[config.mk]
export PLATFORM = sky130hd
export DESIGN_NAME = thresholding_cfg_loader
export DESIGN_NICKNAME = d
export VERILOG_FILES = /design/src/rtl/thresholding_cfg_loader.sv
export SDC_FILE = /design/constraint.sdc
export NUM_CORES = 1
export LEC_CHECK = 0
export CAP_MARGIN = 20
export CORE_MARGIN = 1.5
export CORE_UTILIZATION = 32
export CTS_BUF_LIST = sky130_fd_sc_hd__clkbuf_4 sky130_fd_sc_hd__clkbuf_8
export DETAILED_ROUTE_END_ITERATION = 10
export DONT_BUFFER_PORTS = 1
export GPL_TIMING_DRIVEN = 1
export PLACE_DENSITY = 0.45
export SLEW_MARGIN = 20
export SYNTH_ARGS = -nofsm -noshare
export SYNTH_HDL_FRONTEND = slang
export SYNTH_SLANG_ARGS = --single-unit
[constraint.sdc]
create_clock -name clk -period 5.6 [get_ports clk]
set_input_delay 1.12 -clock clk [delete_from_list [all_inputs] [get_ports clk]]
set_output_delay 1.12 -clock clk [all_outputs]
set_load 0.005 [all_outputs]
[src/rtl/thresholding_cfg_loader.sv]
// thresholding_cfg_loader: boot-time configuration master for the thresholding
// block. Writes a channel-major threshold stream through the target's cfg_*
// port, flags non-ascending thresholds and, when VERIFY=1, reads the whole
// table back and checks it against a checksum and the same ordering rule.
//
// Handshake: a threshold beat transfers on a rising clk edge where s_tvalid and
// s_tready are both 1; s_tready is registered, high only in LOAD, and
// s_tdata must be held stable while s_tvalid=1 and s_tready=0.
module thresholding_cfg_loader #(
  parameter int N      = 2,
  parameter int K      = 8,
  parameter int C      = 2,
  parameter int PE     = 2,
  parameter bit SIGNED = 1'b1,
  parameter bit VERIFY = 1'b1,
  localparam int CF    = C / PE,
  localparam int A_W   = $clog2(CF) + $clog2(PE) + N
) (
  input  logic           clk,
  input  logic           rst_n,
  input  logic           s_tvalid,
  output logic           s_tready,
  input  logic [K-1:0]   s_tdata,
  output logic           cfg_en,
  output logic           cfg_we,
  output logic [A_W-1:0] cfg_a,
  output logic [K-1:0]   cfg_d,
  input  logic           cfg_rack,
  input  logic [K-1:0]   cfg_q,
  input  logic           start,
  output logic           done,
  output logic           err_order,
  output logic           err_chk,
  output logic [1:0]     state_dbg
);

  localparam int T_MAX = (1 << N) - 2;
  localparam int TOTAL = C * ((1 << N) - 1);
  localparam int CF_W  = $clog2(CF);
  localparam int PE_W  = $clog2(PE);
  localparam int CFW   = (CF_W > 0) ? CF_W : 1;
  localparam int PEW   = (PE_W > 0) ? PE_W : 1;
  localparam int RC_W  = $clog2(TOTAL + 1);
  localparam int CHK_W = K + RC_W;

  typedef enum logic [1:0] {S_LOAD, S_READ, S_DRAIN, S_DONE} state_t;

  state_t          state, state_next;
  logic [N-1:0]    t_cnt;
  logic [PEW-1:0]  pe_cnt;
  logic [CFW-1:0]  cf_cnt;
  logic [N-1:0]    rt_cnt;
  logic [RC_W-1:0] rack_cnt;
  logic [CHK_W-1:0] chk_w, chk_r;
  logic [K-1:0]    prev_w, prev_r;
  logic [A_W-1:0]  cur_a;
  logic            accept, issue_rd, last_addr, rack_ok, last_rack;
  logic            rearm, stray_rack, ord_bad_w, ord_bad_r;

  assign state_dbg = state;

  // "a <= b" in the configured signedness; a hit means the sequence is not strictly ascending
  function automatic logic le_cmp(input logic [K-1:0] a, input logic [K-1:0] b);
    if (SIGNED) le_cmp = ($signed(a) <= $signed(b));
    else        le_cmp = (a <= b);
  endfunction

  // Pack {cf, pe, t}; fields of zero width are simply left out
  always_comb begin
    cur_a = A_W'(t_cnt);
    if (PE_W > 0) cur_a = cur_a | (A_W'(pe_cnt) << N);
    if (CF_W > 0) cur_a = cur_a | (A_W'(cf_cnt) << (N + PE_W));
  end

  // Next-state logic and per-cycle strobes
  always_comb begin
    state_next = state;
    accept     = 1'b0;
    issue_rd   = 1'b0;
    rearm      = 1'b0;
    last_addr  = (t_cnt == N'(T_MAX)) && (pe_cnt == PEW'(PE - 1)) && (cf_cnt == CFW'(CF - 1));
    rack_ok    = cfg_rack && ((state == S_READ) || (state == S_DRAIN));
    last_rack  = cfg_rack && (state == S_DRAIN) && (rack_cnt == RC_W'(TOTAL - 1));
    case (state)
      S_LOAD: begin
        accept = s_tvalid && s_tready;
        if (accept && last_addr) state_next = VERIFY ? S_READ : S_DONE;
      end
      S_READ: begin
        issue_rd = 1'b1;
        if (last_addr) state_next = S_DRAIN;
      end
      S_DRAIN: begin
        if (last_rack) state_next = S_DONE;
      end
      default: begin
        if (start) begin
          rearm      = 1'b1;
          state_next = S_LOAD;
        end
      end
    endcase
    // start in DONE wins over a coincident stray rack
    stray_rack = cfg_rack && ((state == S_LOAD) || ((state == S_DONE) && !start));
    ord_bad_w  = accept && (t_cnt != '0) && le_cmp(s_tdata, prev_w);
    ord_bad_r  = rack_ok && (rt_cnt != '0) && le_cmp(cfg_q, prev_r);
  end

  // State register
  always_ff @(posedge clk) begin
    if (!rst_n) state <= S_LOAD;
    else        state <= state_next;
  end

  // Address counters, shared by the write pass and the read pass; they wrap to zero after the last address
  always_ff @(posedge clk) begin
    if (!rst_n || rearm) begin
      t_cnt  <= '0;
      pe_cnt <= '0;
      cf_cnt <= '0;
    end else if (accept || issue_rd) begin
      if (t_cnt == N'(T_MAX)) begin
        t_cnt <= '0;
        if (pe_cnt == PEW'(PE - 1)) begin
          pe_cnt <= '0;
          if (cf_cnt == CFW'(CF - 1)) cf_cnt <= '0;
          else                        cf_cnt <= cf_cnt + 1'b1;
        end else begin
          pe_cnt <= pe_cnt + 1'b1;
        end
      end else begin
        t_cnt <= t_cnt + 1'b1;
      end
    end
  end

  // Write-side checksum and previous-value tracking
  always_ff @(posedge clk) begin
    if (!rst_n || rearm) begin
      chk_w  <= '0;
      prev_w <= '0;
    end else if (accept) begin
      chk_w  <= chk_w + CHK_W'(s_tdata);
      prev_w <= s_tdata;
    end
  end

  // Readback accounting: rack count, threshold index within channel, checksum, previous value
  always_ff @(posedge clk) begin
    if (!rst_n || rearm) begin
      rt_cnt   <= '0;
      rack_cnt <= '0;
      chk_r    <= '0;
      prev_r   <= '0;
    end else if (rack_ok) begin
      rt_cnt   <= (rt_cnt == N'(T_MAX)) ? '0 : rt_cnt + 1'b1;
      rack_cnt <= rack_cnt + 1'b1;
      chk_r    <= chk_r + CHK_W'(cfg_q);
      prev_r   <= cfg_q;
    end
  end

  // Registered config port, stream ready and done
  always_ff @(posedge clk) begin
    if (!rst_n) begin
      s_tready <= 1'b0;
      cfg_en   <= 1'b0;
      cfg_we   <= 1'b0;
      cfg_a    <= '0;
      cfg_d    <= '0;
      done     <= 1'b0;
    end else begin
      s_tready <= (state_next == S_LOAD);
      cfg_en   <= accept || issue_rd;
      if (accept) begin
        cfg_we <= 1'b1;
        cfg_a  <= cur_a;
        cfg_d  <= s_tdata;
      end else if (issue_rd) begin
        cfg_we <= 1'b0;
        cfg_a  <= cur_a;
        cfg_d  <= '0;
      end
      // Without readback, done waits one extra cycle so it follows the last write on cfg_*
      done <= (state_next == S_DONE) && (VERIFY || (state == S_DONE));
    end
  end

  // Sticky error flags, cleared by reset or re-arm
  always_ff @(posedge clk) begin
    if (!rst_n || rearm) begin
      err_order <= 1'b0;
      err_chk   <= 1'b0;
    end else begin
      if (ord_bad_w) err_order <= 1'b1;
      if (ord_bad_r || stray_rack || (last_rack && ((chk_r + CHK_W'(cfg_q)) != chk_w)))
        err_chk <= 1'b1;
    end
  end

endmodule

==> summary.txt <==
SYNTH
-------------------------------------------------------------------------------------
Dominant cells by area after synthesis                                   sky130_fd_sc_hd__dfxtp_1 (34%), sky130_fd_sc_hd__ha_1 (13%), sky130_fd_sc_hd__a21oi_1 (8.3%)
Cell type with the largest total area after synthesis                    sky130_fd_sc_hd__dfxtp_1
Yosys warning total                                                                 0
Number of synthesized flops with an enable pin                                      0
Nets in the synthesized netlist                                                   549
Dominant combinational cell family by area after synthesis               compound AO/OA/AOI/OAI gates
Count leader, synth                                                      sky130_fd_sc_hd__nand2_1
Number of distinct library cells after synthesis                                   47
Post-synthesis share of cell area spent on and, or, nand and nor gates          20.1%
Share of the synthesized netlist area taken by xor and xnor gates               4.78%
Syn Area/Cell                                                                7.92 µm²
Primary flip-flop cell chosen by synthesis mapping                       sky130_fd_sc_hd__dfxtp_1
Post-synthesis instance total                                                     486
Area fraction in compound gates after synthesis                                 21.9%
Adder-Cell Fraction of Synth Area                                               14.0%
Area share of the largest cell type after synthesis                             33.8%
Mux share of post-synthesis cell area                                          0.260%
Cell area after synthesis                                                    3850 µm²
Share of flip-flops with an asynchronous set or reset after synthesis              0%
Most common library cells after synthesis                                sky130_fd_sc_hd__nand2_1 (79), sky130_fd_sc_hd__dfxtp_1 (65), sky130_fd_sc_hd__a21oi_1 (64)
Seq/Total Area, Yosys                                                           33.8%
Number of synthesized register bits                                                65

PLACED DESIGN
-------------------------------------------------------------------------------------
Area post-placement                                                          3970 µm²
Number of input and output port buffers inserted                                    0
GPL Wtd Cong                                                                    0.784
HPWL after detailed placement                                                 6680 µm

DETAILED ROUTING
-------------------------------------------------------------------------------------
Total vias in the final route                                                    3251
Drt drc                                                                             0
Number of DRC markers after the initial detailed-route iteration                  112
First-pass detailed-route iteration total                                           4
Detailed-route wire length                                                    9100 µm
Average detailed-routed wire length per instance                              14.5 µm
Antenna-violating nets left                                                         0
Vias per inst                                                                    5.19

GLOBAL ROUTING
-------------------------------------------------------------------------------------
Total congestion overflow                                                           0
Initial antenna violation count                                                     0
GRT Resource Usage Total                                                        15.6%
Wire length of the first global-routing pass                                 15500 µm
Via count of the first global-routing pass                                       3231
Pin count of the biggest net entering global routing                               28

CRITICAL PATH
-------------------------------------------------------------------------------------
Cell breakdown of the critical path                                      ha_1, fa_1, xnor2_1, nand3_4, a2111o_1, or4_1, nor4b_1, a31oi_1
Worst endpoint data arrival time                                              3.40 ns
Largest incremental delay on the critical path                                0.50 ns
Depth of the worst register-to-register path                                       10
Cell family with most CP delay                                           simple AND/OR/NAND/NOR gates
Type of the worst setup path                                             primary input to flip-flop
Worst path bufs/invs                                                                0
Kind of end point of the critical path                                      flip-flop
Critical path's slowest cell                                             sky130_fd_sc_hd__or4_1
Startpoint of the worst-slack reg-to-reg timing path                     state_dbg[0]
Setup slack of the most critical reg-to-reg path                              2.85 ns
R2r endpoint                                                                  err_chk
Worst Path Required                                                           5.84 ns
Largest driver fanout on the critical path                                          3
CP Launch Type                                                           primary input

STATUS
-------------------------------------------------------------------------------------
Outcome                                                                  finished, final reports clean

HOLD PATH
-------------------------------------------------------------------------------------
Hold-critical path endpoint                                                 prev_w[2]
Cell count of the worst hold path                                                   2
Class of the most critical hold timing path                              flip-flop to flip-flop
Origin of the worst min-delay path                                          prev_w[2]

STA
-------------------------------------------------------------------------------------
Final Hold Fails                                                                    0
Crit path time final                                                          3.16 ns
Actual transition at the worst max-transition pin                            0.897 ns
Total Neg Setup Slack                                                            0 ns
Final critical-path share of the clock period                                   56.4%
Final count of negative-setup-slack endpoints                                       0
Unrepaired setup endpoints after global routing                                 false
Worst-case headroom to the max-slew limit                                       40.0%
Fmax achieved                                                               0.317 GHz
Number of slew-limit violations in the final report                                 0
Worst clock skew                                                            0.0179 ns

FLOORPLAN
-------------------------------------------------------------------------------------
Number of standard-cell rows in the floorplan                                      39
Number of ports placed on the die boundary                                         40
Core area                                                                   11600 µm²
DIE AREA                                                                    12700 µm²
Width of the die                                                               113 µm
Initial core utilization                                                        33.3%
Die extent in y                                                                113 µm

CLOCKING
-------------------------------------------------------------------------------------
Post-cts gate resize count                                                          0
Number of buffers inserted during clock tree synthesis                              9
Sink Count                                                                         65
Count of H-tree levels built during CTS                                             3
Number of buffers on the longest clock path                                         2
Number of buffers inserted by hold repair at cts                                    0
Root buffer selected by CTS                                              sky130_fd_sc_hd__clkbuf_8
Clock network latency to the later pin of the worst-skew pair                 0.36 ns
Setup fix buffers added after clock tree synthesis                                  0
Clock-pin slew on the worst setup and hold paths                              0.07 ns
CTS tree                                                                          yes

FINAL LAYOUT
-------------------------------------------------------------------------------------
Area growth from synthesis to final layout                                      9.20%
Proportion of layout cells with a drive suffix above 1                          4.13%
Post-layout nets                                                                  542
# fillers                                                                        1218
Antenna diode count                                                                 0
Finished layout cell area                                                    4200 µm²

PWR
-------------------------------------------------------------------------------------
Maximum VDD drop                                                             0.149 mV
LEAKAGE                                                                       1.63 nW
Total power density per cell area                                          256 nW/µm²

JOB
-------------------------------------------------------------------------------------
Max_cap viols                                                                       0

-- registers in the layout (all words and copies together) (netlist names) --
signal	count
prev_w	8
err_order	1
state_dbg	2
cfg_a	3
chk_r	11
err_chk	1
s_tready	1
cfg_en	1
pe_cnt	1
cfg_we	1
rt_cnt	2
t_cnt	2
cfg_d	8
done	1
prev_r	8
chk_w	11
rack_cnt	3
-- logic make-up (layout without fill, tap and decap cells) --
logic type      after synthesis  count (layout)
compound gates              139             139
xor+xnor                     21              21
fa+ha+maj                    42              42
buf+inv                      52              50
flops                        65              65
mux                           1               1
simple gates                166             166
-- cell usage in the layout (no fill, tap or decap), types with 7 or more instances in the layout --
master and n:
sky130_fd_sc_hd__a211oi_1 7, sky130_fd_sc_hd__dfxtp_1 65, sky130_fd_sc_hd__o21ai_1 11, sky130_fd_sc_hd__nor2b_1 7, sky130_fd_sc_hd__a21oi_1 64, sky130_fd_sc_hd__inv_1 32, sky130_fd_sc_hd__ha_1 40, sky130_fd_sc_hd__clkbuf_8 11
sky130_fd_sc_hd__xnor2_1 15, sky130_fd_sc_hd__nand3_1 7, sky130_fd_sc_hd__nand2_1 79, sky130_fd_sc_hd__nor2_1 35, sky130_fd_sc_hd__o21ai_0 11, sky130_fd_sc_hd__a21o_1 10
-- power by group --
part           switching, W  internal (W)  leakage [nW]  total [W]
Sequential        0.0000136      0.000475         0.528   0.000489
Combinational     0.0000624     0.0000433         0.978   0.000106
Clock              0.000191      0.000291         0.121   0.000482
Total              0.000267      0.000809          1.63    0.00108
-- final cells by class --
class	count	area, µm²	share of cell area [%]
tap	143	179	4.26
clock buffer	14	174	4.14
sequential	65	1300	31.0
timing repair buffer	2	15.0	0.357
inverter	32	120	2.86
clock inverter	2	60.1	1.43
multi-input combinational	369	2350	56.0
-- worst reg2reg max path: cells and delay by family, from the launching register on --
family	cells	cell delay [ns]
AOI/OAI and AO/OA	3	0.38
adders and majority gates	1	0.33
buffers and inverters	2	0.35
DFF	1	0.46
and+or+nand+nor	4	1.10
-- how the worst max path moves through the flow --
stage          startpoint      end  slack (ns)  cells past startpoint
3_5_place_dp     cfg_q[0]  err_chk        2.08                      8
3_3_place_gp     cfg_q[0]  err_chk        2.04                      8
5_1_grt          cfg_q[0]  err_chk        2.25                      8
2_1_floorplan    cfg_q[0]  err_chk        2.20                      8
6_report         cfg_q[0]  err_chk        2.44                      8
4_1_cts          cfg_q[0]  err_chk        2.46                      8
-- per-stage QoR --
step                      instances  power, W  utilization [%]  hold slack [ns]  setup slack [ns]
after detailed placement        611  0.000606             34.3            0.447              2.08
after global placement          611  0.000604             34.3            0.442              2.04
final                           627   0.00108             36.4            0.455              2.44
after global routing            627   0.00113             36.4            0.476              2.25
after floorplan                 486  0.000581                -            0.436              2.20
after CTS                       627   0.00110             36.3            0.458              2.46
-- metal layers --
layer | routed length (µm) | GRT usage (%) | share of wire [%] | vias up
li1 | - | - | - | 1686
met1 | 4270 | 19.6 | 47 | 1494
met2 | 4190 | 24.8 | 46 | 57
met3 | 433 | 4.00 | 4.8 | 14
met4 | 203 | 7.68 | 2.2 | 0
met5 | 0 | 0 | 0 | -
Power figures use the tool's default switching activity.
